## src/rtl/ps2_key_event_queue.sv

```systemverilog
// PS/2 Set-2 prefix sequencer (E0/F0/E1) feeding a show-ahead FIFO of 10-bit key events
// {ext, rel, code}. Raises a sticky overflow flag on drops and an irq pulse per queued event.
module ps2_key_event_queue #(
    parameter int unsigned DEPTH_LOG2     = 3,
    parameter logic [15:0] PREFIX_TIMEOUT = 16'd32000
) (
    input  logic                  clk32,
    input  logic                  reset_n,
    input  logic                  code_valid,
    input  logic [7:0]            code_in,
    input  logic                  rd_en,
    output logic                  rd_valid,
    output logic [9:0]            rd_data,
    output logic [DEPTH_LOG2:0]   level,
    output logic                  overflow,
    input  logic                  clr_overflow,
    output logic                  irq
);

    localparam logic [2:0] S_IDLE    = 3'd0;
    localparam logic [2:0] S_EXT     = 3'd1;
    localparam logic [2:0] S_REL     = 3'd2;
    localparam logic [2:0] S_EXT_REL = 3'd3;
    localparam logic [2:0] S_PAUSE   = 3'd4;

    logic [2:0]  state_q, state_d;
    logic [2:0]  skip_q, skip_d;
    logic [15:0] tmo_q, tmo_d;
    logic        push;
    logic [9:0]  push_data;
    logic        is_err;

    assign is_err = (code_in == 8'h00) || (code_in == 8'hFF);

    always_comb begin
        state_d   = state_q;
        skip_d    = skip_q;
        tmo_d     = tmo_q;
        push      = 1'b0;
        push_data = 10'd0;
        if (code_valid) begin
            case (state_q)
                S_IDLE: begin
                    if (code_in == 8'hE0) begin
                        state_d = S_EXT;
                    end else if (code_in == 8'hF0) begin
                        state_d = S_REL;
                    end else if (code_in == 8'hE1) begin
                        state_d = S_PAUSE;
                        skip_d  = 3'd7;
                    end else if (!is_err) begin
                        push      = 1'b1;
                        push_data = {2'b00, code_in};
                    end
                end
                S_EXT: begin
                    if (code_in == 8'hF0) begin
                        state_d = S_EXT_REL;
                    end else if (code_in != 8'hE0) begin
                        state_d   = S_IDLE;
                        push      = !is_err;
                        push_data = {2'b10, code_in};
                    end
                end
                S_REL: begin
                    if (code_in != 8'hF0) begin
                        state_d   = S_IDLE;
                        push      = !is_err;
                        push_data = {2'b01, code_in};
                    end
                end
                S_EXT_REL: begin
                    state_d   = S_IDLE;
                    push      = !is_err;
                    push_data = {2'b11, code_in};
                end
                S_PAUSE: begin
                    // The whole 8-byte pause sequence collapses into a single marker entry.
                    skip_d = skip_q - 3'd1;
                    if (skip_q == 3'd1) begin
                        state_d   = S_IDLE;
                        push      = 1'b1;
                        push_data = {2'b10, 8'hE1};
                    end
                end
                default: state_d = S_IDLE;
            endcase
            tmo_d = (state_d != S_IDLE) ? PREFIX_TIMEOUT : 16'd0;
        end else if (state_q != S_IDLE) begin
            if (tmo_q == 16'd0) begin
                state_d = S_IDLE;
            end else begin
                tmo_d = tmo_q - 16'd1;
            end
        end
    end

    always_ff @(posedge clk32 or negedge reset_n) begin
        if (!reset_n) begin
            state_q <= S_IDLE;
            skip_q  <= 3'd0;
            tmo_q   <= 16'd0;
        end else begin
            state_q <= state_d;
            skip_q  <= skip_d;
            tmo_q   <= tmo_d;
        end
    end

    logic [DEPTH_LOG2:0]   wr_ptr_q, rd_ptr_q;
    logic [9:0]            mem [2**DEPTH_LOG2];
    logic                  empty, full, pop, push_ok, drop;

    assign level    = wr_ptr_q - rd_ptr_q;
    assign empty    = (level == '0);
    // level never exceeds the depth, so its top bit alone marks full.
    assign full     = level[DEPTH_LOG2];
    assign pop      = rd_en && !empty;
    assign push_ok  = push && (!full || pop);
    assign drop     = push && full && !pop;
    assign rd_valid = !empty;
    assign rd_data  = empty ? 10'd0 : mem[rd_ptr_q[DEPTH_LOG2-1:0]];

    always_ff @(posedge clk32) begin
        if (push_ok) begin
            mem[wr_ptr_q[DEPTH_LOG2-1:0]] <= push_data;
        end
    end

    always_ff @(posedge clk32 or negedge reset_n) begin
        if (!reset_n) begin
            wr_ptr_q <= '0;
            rd_ptr_q <= '0;
            overflow <= 1'b0;
            irq      <= 1'b0;
        end else begin
            if (push_ok) wr_ptr_q <= wr_ptr_q + 1'b1;
            if (pop)     rd_ptr_q <= rd_ptr_q + 1'b1;
            if (drop) begin
                overflow <= 1'b1;
            end else if (clr_overflow) begin
                overflow <= 1'b0;
            end
            irq <= push_ok;
        end
    end

endmodule

```

## config.mk

```make
export PLATFORM = sky130hd
export DESIGN_NAME = ps2_key_event_queue
export DESIGN_NICKNAME = d
export VERILOG_FILES = /design/src/rtl/ps2_key_event_queue.sv
export SDC_FILE = /design/constraint.sdc
export NUM_CORES = 1
export LEC_CHECK = 0
export ABC_CLOCK_PERIOD_IN_PS = 4300
export CAP_MARGIN = 20
export CORE_UTILIZATION = 31
export CTS_BUF_LIST = sky130_fd_sc_hd__clkbuf_8
export CTS_CLUSTER_SIZE = 16
export DETAILED_ROUTE_END_ITERATION = 7
export PLACE_DENSITY = 0.52
export SYNTH_ARGS = -nofsm -noshare
export SYNTH_HDL_FRONTEND = slang
export SYNTH_SLANG_ARGS = --single-unit
```

## constraint.sdc

```tcl
create_clock -name clk32 -period 4.3 [get_ports clk32]
set_input_delay 0.43 -clock clk32 [delete_from_list [all_inputs] [get_ports clk32]]
set_output_delay 0.43 -clock clk32 [all_outputs]
set_load 0.03 [all_outputs]
```

==> impl_metrics.toml <==
[worst_setup_path]
reg2reg_depth = 8
end_kind = "output port"
r2r-start = "rd_ptr_q[2]$_DFFE_PN0P_"
crit_end = "rd_data[8]"
start_kind = "register"
r2r_end = "mem[4][5]$_DFFE_PP_"
cp.required_ns = 3.87
regToRegSetupSlack_ns = 0.85
cp.arrival_ns = 3.51
critical_path_class = "register to output port"
cp-startpoint = "rd_ptr_q[2]$_DFFE_PN0P_"
path_max_fanout = 14

[final_layout]
nets = 455
syn_to_final_growth_pct = 14.9
layout.cells.non_filler = 658
multi_input_area_sq_um = 1950
antenna_cells = 0
drive_gt1_share_pct = 16.0
seq_area_sq_um = 3200
nFillCells = 1607

[grt]
grt_pass1_wl_mm = 18.8
grt_start_max_net_pins = 33
grt_pass1_vias = 3369
antenna_found_initial = 0
grt_use_total_pct = 14.1
gr-total-overflow = 0

[synth]
synth_xor_xnor_area_share_pct = 2.65
synth_area_leaders = "edfxtp_1 (45%), dfrtp_1 (15%), mux4_2 (8.5%), nor3_1 (2.2%), nand2_1 (1.9%)"
synth_top_family_by_area = "simple AND/OR/NAND/NOR gates"
ys_seq_area_share_pct = 60.5
yosysUniqueCellTypes = 53
muxShareOfSynthArea_pct = 8.93
synth_top_area_share_pct = 45.4
ys.flop_type = "edfxtp_1"
synthSimpleGateAreaFrac_pct = 13.1
synthCells = 403
post-synth-top-area-cell = "edfxtp_1"
synthAdderAreaFrac_pct = 2.27
synth.avg_cell_area_sq_um = 13.1
synth-compound-area-share_pct = 9.00
syn_nets = 425
ys_warn_count = 0
synth_area_sq_um = 5300
synth_edf_count = 80
ys_ff_latch = 112
ys_async_sr_fraction_pct = 28.6

[clock_tree]
clock_path_buffers = 2
numClockSinks = 112
cts.hold.buffers_added = 0
cts_root_buffer = "clkbuf_8"
clk-insertion-delay-late_ns = 0.38
clk_pin_slew_ns = 0.11
cts_tree = "done"
cts_resized = 0
cts_setup_buffers = 0
cts_made_buffers = 9
h-tree-depth = 3

[sta]
final.min_clock_period_ns = 3.94
setup_viol = 0
tightest_slew_ns = 1.21
slew_headroom_pct = 19.4
fin_skew_ns = 0.00712
final_hold_viol_count = 0
setup-tns-final_ns = 0
fin_crit_sh_pct = 91.6
rsz0062_at_grt = "no"
max_clock_freq_mhz = 254
final_max_slew_viol_count = 0

[placed_design]
dp_cells = 641
hpwl_mm = 7.86
io_buffers = 29
place_congestion = 0.762

[route]
first_iter_violations = 174
routed_wl_mm = 11.7
viasPerCell = 5.08
met1_length_mm = 5.40
wl_per_cell_um = 17.8
drc = 0
vias = 3344
wl_met2_mm = 5.90
highest_layer = "met4"
firstDrtPassIters = 4
wl_met3_um = 269
ant_nets = 0

[power]
power_density_nw_per_um2 = 667
p_leak_nw = 2.15
peakVddDrop_mv = 0.318

[floorplan]
core_area_sq_um = 16600
die_y_um = 133
dieArea_sq_um = 17600
die_w_um = 133
start_util_pct = 31.8
pin_count = 30
num_rows = 47

[outcome]
status = "complete, no violations"

[min_path]
hp-class = "input port to asynchronous set/reset pin"

[flow_run]
maxCapViolations = 0
## layer usage
| layer | vias to the layer above | global-route usage, % |
|---|---|---|
| li1 | 1606 | - |
| met1 | 1691 | 18.4 |
| met2 | 39 | 23.9 |
| met3 | 8 | 2.68 |
| met4 | 0 | 3.51 |
| met5 | - | 0 |
## metrics by stage
stage	setup slack, ns	total power, W	cell area [sq um]	utilization (%)	hold WS (ns)
after floorplan	0.846	0.00279	5300	-	0.134
after global placement	0.855	0.00347	5890	35.4	0.494
after detailed placement	0.722	0.00349	5890	35.4	0.522
after CTS	0.264	0.00413	6080	36.5	0.443
after global routing	0.0508	0.00432	6080	36.6	0.475
final	0.360	0.00406	6080	36.6	0.445
## report_power, final
part / internal, W / leakage, nW / switching (W)
logic: 0.000822 / 0.896 / 0.00111
registers: 0.00135 / 1.16 / 0.000143
clock network: 0.000228 / 0.0952 / 0.000400
total: 0.00240 / 2.15 / 0.00165
## worst min-delay path by stage
| stage | from | end | slack [ns] | cells after the start |
|---|---|---|---|---|
| 4_1_cts | reset_n | tmo_q[6]$_DFFE_PN0P_ | 0.44 | 2 |
| 3_5_place_dp | rd_ptr_q[3]$_DFFE_PN0P_ | rd_ptr_q[3]$_DFFE_PN0P_ | 0.52 | 1 |
| 2_1_floorplan | reset_n | irq$_DFF_PN0_ | 0.13 | 0 |
| 6_report | reset_n | tmo_q[10]$_DFFE_PN0P_ | 0.44 | 2 |
| 3_3_place_gp | skip_q[0]$_DFFE_PN0P_ | skip_q[0]$_DFFE_PN0P_ | 0.49 | 1 |
| 5_1_grt | reset_n | tmo_q[2]$_DFFE_PN0P_ | 0.48 | 2 |
## placed cells by master (no fill, tap or decap), types with 9 or more instances in the layout
| cell | Yosys | routed |
|---|---|---|
| a21oi_1 | 18 | 18 |
| clkbuf_8 | 0 | 9 |
| dfrtp_1 | 32 | 32 |
| edfxtp_1 | 80 | 80 |
| inv_1 | 20 | 20 |
| o21ai_0 | 9 | 9 |
| mux4_2 | 20 | 20 |
| buf_4 | 0 | 13 |
| nor4_1 | 13 | 9 |
| nor3_1 | 23 | 23 |
| nand2_1 | 27 | 27 |
| nor2_1 | 23 | 23 |
| clkdlybuf4s50_1 | 0 | 29 |
## Yosys cell counts, drive strengths merged, types with 2 or more instances
library cell  number
ha                 8
nor2              23
and2               3
or2                6
a211oi             4
a21oi             18
buf                7
nand4              2
clkbuf            17
dfrtp             32
mux2               2
xnor2              8
edfxtp            80
a221oi             2
o21ai             11
inv               20
nand3b             3
o21a               5
nand2b             3
nor3              23
a2111oi            2
nand3              6
xor2               8
nor4b              4
nor3b              4
nand2             27
o32ai              2
a21o               3
o2111ai            4
or4                7
nor4              13
o211ai             2
o211a              2
a31oi              8
or3                3
mux4              20
## cell type report
type	count	share of cell area (%)
Timing Repair Buffer	43	6.46
Sequential cell	112	52.6
Inverter	20	1.23
Tap cell	220	4.52
Multi-Input combinational cell	247	32.0
Clock buffer	9	2.04
Clock inverter	7	1.07
## flip-flops by register name (all words and copies together), names as in the netlist
register and cells:
overflow 1, skip_q 3, mem 80, state_q 3
rd_ptr_q 4, wr_ptr_q 4, irq 1, tmo_q 16
## worst max-delay path, stage by stage, from the launching register on
cell and delay (ns):
dfrtp_1 0.66, inv_1 0.36, ha_1 0.44, a21oi_1 0.20, nand3_1 0.14, a2111oi_2 0.38, buf_4 0.27, a21oi_1 0.07
clkdlybuf4s50_1 0.59
## kinds of logic (layout without fill, tap and decap cells)
kind of cell    count (synthesis)  count (layout)
compound gates                 70              70
xor+xnor                       16              16
fa+ha+maj                       9               9
buf+inv                        44              79
flops                         112             112
mux                            22              22
simple gates                  130             130
(Power assumes the default switching activity.)
